`config.mk`:
```
export PLATFORM = sky130hd
export DESIGN_NAME = cpu_multicycle_ctrl
export DESIGN_NICKNAME = d
export VERILOG_FILES = /design/src/rtl/cpu_multicycle_ctrl.sv
export SDC_FILE = /design/constraint.sdc
export NUM_CORES = 1
export LEC_CHECK = 0
export ABC_CLOCK_PERIOD_IN_PS = 3830
export BUFFER_PORTS_ARGS = -buffer_cell sky130_fd_sc_hd__buf_2
export CORE_AREA = 2 2 85 87
export CTS_CLUSTER_SIZE = 25
export DETAILED_ROUTE_END_ITERATION = 10
export DIE_AREA = 0 0 87 89
export PLACE_DENSITY = 0.59
export SETUP_SLACK_MARGIN = 0.15
export SLEW_MARGIN = 10
export SYNTH_ARGS = -nofsm -noshare
export SYNTH_HDL_FRONTEND = slang
export SYNTH_SLANG_ARGS = --single-unit
export TNS_END_PERCENT = 50
```
`constraint.sdc`:
```
create_clock -name CLK -period 3.83 [get_ports CLK]
set_clock_uncertainty 0.15 [all_clocks]
set_input_delay 0.766 -clock CLK [delete_from_list [all_inputs] [get_ports CLK]]
set_output_delay 0.766 -clock CLK [all_outputs]
set_load 0.01 [all_outputs]
```
`src/rtl/cpu_multicycle_ctrl.sv`:
```
// rtl/cpu_multicycle_ctrl.sv - multi-cycle instruction sequencer for the cpu_top datapath
//
// Purpose:
//   Steps each instruction through FETCH / DECODE / EXEC / MEM / WB and drives
//   every datapath enable and mux select. IMEM and DMEM are handshaken with
//   req/ack. An illegal instruction or a memory that never acknowledges parks
//   the controller in HALT with a sticky error code until RST.
//
// Ports:
//   CLK, RST          clock (rising edge), asynchronous active-high reset
//   imem_ack          IMEM instruction valid this cycle
//   dmem_ack          DMEM read data valid / write accepted this cycle
//   opcode, funct     instr[31:26] and instr[5:0] from the IR
//   alu_zero          ALU result is zero (beq condition)
//   imem_req          instruction fetch request
//   dmem_req/dmem_we  data access request, 1=store 0=load
//   pc_we/pc_src      PC load enable; 0=PC+4 1=branch target 2=jump target
//   ir_we             latch instruction into IR
//   rf_we/reg_dst     regfile write enable; write address 0=rt 1=rd
//   mem_to_reg        regfile write data 0=ALU result 1=DMEM data
//   alu_src_b/alu_op  ALU B operand 0=rt 1=imm; op 0=ADD 1=SUB 2=AND 3=OR 4=SLT
//   halted/err_code   sticky stop; 0=none 1=illegal 2=imem timeout 3=dmem timeout
//   instret           retired-instruction count (wraps)

module cpu_multicycle_ctrl #(
  parameter int WAIT_MAX = 16,
  parameter int CNT_W    = 32
) (
  input  logic             CLK,
  input  logic             RST,
  input  logic             imem_ack,
  input  logic             dmem_ack,
  input  logic [5:0]       opcode,
  input  logic [5:0]       funct,
  input  logic             alu_zero,
  output logic             imem_req,
  output logic             dmem_req,
  output logic             dmem_we,
  output logic             pc_we,
  output logic [1:0]       pc_src,
  output logic             ir_we,
  output logic             rf_we,
  output logic             reg_dst,
  output logic             mem_to_reg,
  output logic             alu_src_b,
  output logic [2:0]       alu_op,
  output logic             halted,
  output logic [1:0]       err_code,
  output logic [CNT_W-1:0] instret
);

  localparam int WAIT_W = $clog2(WAIT_MAX) + 1;

  localparam logic [2:0] ALU_ADD = 3'd0;
  localparam logic [2:0] ALU_SUB = 3'd1;
  localparam logic [2:0] ALU_AND = 3'd2;
  localparam logic [2:0] ALU_OR  = 3'd3;
  localparam logic [2:0] ALU_SLT = 3'd4;

  localparam logic [1:0] ERR_NONE    = 2'd0;
  localparam logic [1:0] ERR_ILLEGAL = 2'd1;
  localparam logic [1:0] ERR_IMEM_TO = 2'd2;
  localparam logic [1:0] ERR_DMEM_TO = 2'd3;

  typedef enum logic [2:0] {
    S_FETCH,
    S_DECODE,
    S_EXEC,
    S_MEM,
    S_WB,
    S_HALT
  } state_t;

  typedef enum logic [2:0] {
    C_R,
    C_ADDI,
    C_LW,
    C_SW,
    C_BEQ,
    C_J
  } cls_t;

  state_t            state, state_n;
  cls_t              cls_q;
  logic [2:0]        alu_q;
  logic [WAIT_W-1:0] wait_cnt;
  logic [1:0]        err_q, err_n;
  logic              wait_inc;
  logic              retire;
  logic              wait_last;

  // Instruction decode, only consumed in DECODE where the IR is stable.
  logic       dec_ok;
  cls_t       dec_cls;
  logic [2:0] dec_alu;

  always_comb begin
    dec_ok  = 1'b1;
    dec_cls = C_R;
    dec_alu = ALU_ADD;
    case (opcode)
      6'h00: begin
        dec_cls = C_R;
        case (funct)
          6'h20:   dec_alu = ALU_ADD;
          6'h22:   dec_alu = ALU_SUB;
          6'h24:   dec_alu = ALU_AND;
          6'h25:   dec_alu = ALU_OR;
          6'h2A:   dec_alu = ALU_SLT;
          default: dec_ok  = 1'b0;
        endcase
      end
      6'h08:   dec_cls = C_ADDI;
      6'h23:   dec_cls = C_LW;
      6'h2B:   dec_cls = C_SW;
      6'h04: begin
        dec_cls = C_BEQ;
        dec_alu = ALU_SUB;
      end
      6'h02:   dec_cls = C_J;
      default: dec_ok  = 1'b0;
    endcase
  end

  // The final permitted wait cycle: no ack here means the memory is dead.
  assign wait_last = (wait_cnt == WAIT_W'(WAIT_MAX - 1));

  // Next-state logic
  always_comb begin
    state_n  = state;
    err_n    = err_q;
    wait_inc = 1'b0;
    retire   = 1'b0;
    case (state)
      S_FETCH: begin
        if (imem_ack) begin
          state_n = S_DECODE;
        end else if (wait_last) begin
          state_n = S_HALT;
          err_n   = ERR_IMEM_TO;
        end else begin
          wait_inc = 1'b1;
        end
      end
      S_DECODE: begin
        if (!dec_ok) begin
          state_n = S_HALT;
          err_n   = ERR_ILLEGAL;
        end else if (dec_cls == C_J) begin
          state_n = S_FETCH;
          retire  = 1'b1;
        end else begin
          state_n = S_EXEC;
        end
      end
      S_EXEC: begin
        if (cls_q == C_BEQ) begin
          state_n = S_FETCH;
          retire  = 1'b1;
        end else if (cls_q == C_R || cls_q == C_ADDI) begin
          state_n = S_WB;
        end else begin
          state_n = S_MEM;
        end
      end
      S_MEM: begin
        if (dmem_ack) begin
          if (cls_q == C_SW) begin
            state_n = S_FETCH;
            retire  = 1'b1;
          end else begin
            state_n = S_WB;
          end
        end else if (wait_last) begin
          state_n = S_HALT;
          err_n   = ERR_DMEM_TO;
        end else begin
          wait_inc = 1'b1;
        end
      end
      S_WB: begin
        state_n = S_FETCH;
        retire  = 1'b1;
      end
      S_HALT: begin
        state_n = S_HALT;
      end
      default: begin
        state_n = S_HALT;
      end
    endcase
  end

  // State, latched decode, wait counter, error and retire counter
  always_ff @(posedge CLK or posedge RST) begin
    if (RST) begin
      state    <= S_FETCH;
      cls_q    <= C_R;
      alu_q    <= ALU_ADD;
      wait_cnt <= '0;
      err_q    <= ERR_NONE;
      instret  <= '0;
    end else begin
      state <= state_n;
      err_q <= err_n;
      if (state == S_DECODE) begin
        cls_q <= dec_cls;
        alu_q <= dec_alu;
      end
      if (state_n != state) begin
        wait_cnt <= '0;
      end else if (wait_inc) begin
        wait_cnt <= wait_cnt + WAIT_W'(1);
      end
      if (retire) begin
        instret <= instret + CNT_W'(1);
      end
    end
  end

  // Output decode. Gated by RST so a reset pulse drops every request at
  // once, even one that is shorter than a clock period.
  always_comb begin
    imem_req   = 1'b0;
    dmem_req   = 1'b0;
    dmem_we    = 1'b0;
    pc_we      = 1'b0;
    pc_src     = 2'd0;
    ir_we      = 1'b0;
    rf_we      = 1'b0;
    reg_dst    = 1'b0;
    mem_to_reg = 1'b0;
    alu_src_b  = 1'b0;
    alu_op     = ALU_ADD;
    halted     = 1'b0;
    err_code   = err_q;
    if (!RST) begin
      case (state)
        S_FETCH: begin
          imem_req = 1'b1;
          if (imem_ack) begin
            ir_we = 1'b1;
            pc_we = 1'b1;
          end
        end
        S_DECODE: begin
          // Jumps finish here: the target comes straight from the IR.
          if (dec_ok && dec_cls == C_J) begin
            pc_we  = 1'b1;
            pc_src = 2'd2;
          end
        end
        S_EXEC: begin
          alu_op    = alu_q;
          alu_src_b = (cls_q == C_ADDI) || (cls_q == C_LW) || (cls_q == C_SW);
          if (cls_q == C_BEQ) begin
            pc_we  = alu_zero;
            pc_src = 2'd1;
          end
        end
        S_MEM: begin
          // ALU controls stay put so the address holds for the whole access.
          dmem_req  = 1'b1;
          dmem_we   = (cls_q == C_SW);
          alu_op    = alu_q;
          alu_src_b = 1'b1;
        end
        S_WB: begin
          rf_we      = 1'b1;
          reg_dst    = (cls_q == C_R);
          mem_to_reg = (cls_q == C_LW);
          alu_op     = alu_q;
          alu_src_b  = (cls_q != C_R);
        end
        S_HALT: begin
          halted = 1'b1;
        end
        default: begin
          halted = 1'b1;
        end
      endcase
    end
  end

endmodule

```
==> impl_results.md <==
- Status: complete, no violations
- Inserted Diodes: 0
- Area grow syn2layout: 19.1%
- CP Launch Type: register
- CP Capture Type: output port
- DR iter-0 viols: 112
- Clk Latency, worst-skew pair: 310 ps
- Die Y: 89 um
- CP max FO: 6
- Simple-Gate Fraction of Synth Area: 27.6%
- Worst-path clk slew: 100 ps
- Core footprint: 6720 um^2
- Largest net degree at the start of global routing: 30
- Warnings, synthesis: 0
- Crit Path Class: register to output port
- Post-CTS Setup Bufs: 0
- # clock sinks: 48
- DRC: 0
- Yosys cell types: 49
- Total Power: 0.922 mW
- Cts hold-fix bufs: 0
- Rows: 30
- First-pass GRT wire length: 9940 um
- Clk root buf: clkbuf_8
- Top cell by count, worst path: ha_1
- CTS tree: yes
- RD Place Congestion: 0.801
- Total global-route track usage: 16.0%
- GRT overflow: 0
- Fmax: 310 MHz
- Via Count: 2,245
- Setup TNS: 0 ps
- Vias/cell: 5.28
- CTS resizes: 0
- Number of enable flip-flop cells after synthesis: 0
- Normalized max-slew margin: 56.0%
- Synth area leaders: dfrtp_1 46%, xnor2_1 6.3%, xor2_1 4.6%, nand4_1 3.6%, nand2_1 3.4%
- Max-Cap Viols: 0
- Mux contribution to synthesized area: 1.23%
- Fin crit period: 3220 ps
- CTS buffer count: 5
- Multi-input logic area: 1340 um^2
- Mapped Cells: 279
- Fin crit share: 84.2%
- Complex-gate fraction of the synthesized area: 9.44%
- Post-synthesis sequential element count: 48
- Number of setup violations in the final report: 0
- Number of global-route vias before repair: 2,052
- DRT Wirelength: 5790 um
- Peak VDD IR: 0.142 mV
- Pwr dens: 293 nW/um^2
- Leak: 1.57 nW
- Fraction of the mapped netlist area in adder cells: 1.42%
- Die Area: 7740 um^2
- Post-Syn Nets: 299
- Die width: 87 um
- Slowest stage delay, CP: 420 ps
- H-Tree Depth: 2
- Final ANT Viol Nets: 0
- RSZ-0062 raised after global routing: false
- Initial antenna violation count: 0
- Wire per inst: 13.6 um
- Syn_area_per_cell: 9.45 um^2
- Top-Level Pins: 66
- Xor-xnor portion of the synthesized cell area: 11.0%
- Seq/Total Area, Yosys: 45.5%
- Post-DP HPWL: 4310 um
- Primary FF master, synth: dfrtp_1
- Hold/Removal Path Class: register to register
- Main combinational cell family by area after synthesis: simple AND/OR/NAND/NOR gates
- Synth top area share: 45.5%
- FF-to-FF path depth: 6
- Mapped cell area: 2640 um^2
- PortBufs: 65
- Fillers: 640
- Clock Path Buffers: 2
- Initial Util: 39.3%
- Share of cells above drive strength 1: 25.8%
- Nets@finish: 364
- Critical Path RT: 2910 ps
- Max-slew violation count: 0
- Critical path's slowest cell: dfrtp_1
- Async S/R FF share, synth: 100%
- Area leader, netlist: dfrtp_1
- Endpoints failing hold: 0
- Reg area: 1200 um^2
- CP Data Arrival Time: 2310 ps
- Worst Hold Depth: 1
- Slew of the pin with the lowest slew margin: 655 ps
- First drt pass iteration count: 6
- Critical Path, Cell by Cell: ha_1, and3_1, ha_1, inv_1, nor3_1, nor2_1, nand3_1, nor4b_1, buf_2
==> state kept, by name, summed over array words and instances, names as in the netlist <==
signal    count
instret      32
alu_q         3
wait_cnt      5
err_code      2
state         3
cls_q         3
==> final timing paths <==
check | start | endpoint | slack (ps)
worst max register to register | state[0]$_DFF_PP0_ | instret[17]$_DFFE_PP0P_ | 920
min in group asynchronous | RST | err_code[1]$_DFFE_PP0P_ | 420
worst min register to register | instret[31]$_DFFE_PP0P_ | instret[31]$_DFFE_PP0P_ | 320
max in group asynchronous | RST | instret[2]$_DFFE_PP0P_ | 2360
worst min-delay path | instret[31]$_DFFE_PP0P_ | instret[31]$_DFFE_PP0P_ | 320
worst max-delay path | wait_cnt[0]$_DFFE_PP0P_ | mem_to_reg | 610
==> layout by cell type (no fill, tap or decap), types with 9 or more instances in the layout <==
cell,n
buf_2,65
dfrtp_1,48
o21ai_0,17
nand4_1,15
xor2_1,14
xnor2_1,19
nor3_1,14
nand2_1,24
inv_1,14
nand3_1,14
nor2_1,21
and3_1,9
==> through the flow <==
step | worst slack (ps) | instances | hold WS [ps] | instance area [um^2] | utilization [%]
after global placement | 716 | 417 | 300 | 3030 | 45.0
final | 606 | 425 | 315 | 3140 | 46.8
after detailed placement | 708 | 417 | 307 | 3030 | 45.0
after global routing | 395 | 425 | 352 | 3140 | 46.8
after floorplan | 167 | 279 | 292 | 2640 | -
after CTS | 578 | 425 | 321 | 3140 | 46.8
==> power by group <==
| group | switching (mW) | internal, mW |
|---|---|---|
| clock | 0.180 | 0.197 |
| sequential | 0 | 0.506 |
| combinational | 0.0264 | 0.0126 |
==> worst max-delay path, delay by kind of cell, from the launching register on <==
family                   cells  cell delay, ps
flip-flops                   1             420
buffers and inverters        2             270
AND/OR/NAND/NOR              5             820
adder cells (fa/ha/maj)      2             490
==> synthesized netlist by cell type (3+ instances only) <==
cell / number
dfrtp_1: 48
nand2_1: 24
nor2_1: 21
xnor2_1: 19
o21ai_0: 17
inv_1: 15
nand4_1: 15
nand3_1: 14
nor3_1: 14
xor2_1: 14
and3_1: 9
a21oi_1: 7
and2_1: 6
clkbuf_1: 4
nor4_1: 4
ha_1: 3
nand2b_1: 3
or3_1: 3
==> per-layer routing <==
layer	up-vias	track usage, %	share of wire, %
li1	1111	-	-
met1	1058	22.1	48
met2	72	25.9	46
met3	4	4.06	5.4
met4	0	2.56	0.62
met5	-	0	0
==> final cells by class <==
cell class | count | share of cell area (%)
multi-input combinational | 208 | 42.5
sequential | 48 | 38.2
timing repair buffer | 66 | 10.6
tap | 80 | 3.19
clock buffer | 5 | 2.19
inverter | 15 | 1.79
clock inverter | 3 | 1.51
==> logic make-up (layout without fill, tap and decap cells) <==
group | Yosys count | after routing
AOI/OAI and AO/OA | 38 | 38
xor gates and xnor gates | 33 | 33
adders and majority gates | 3 | 3
buffers and inverters | 23 | 89
DFF | 48 | 48
muxes | 3 | 3
and+or+nand+nor | 131 | 131
(Power assumes the default switching activity.)
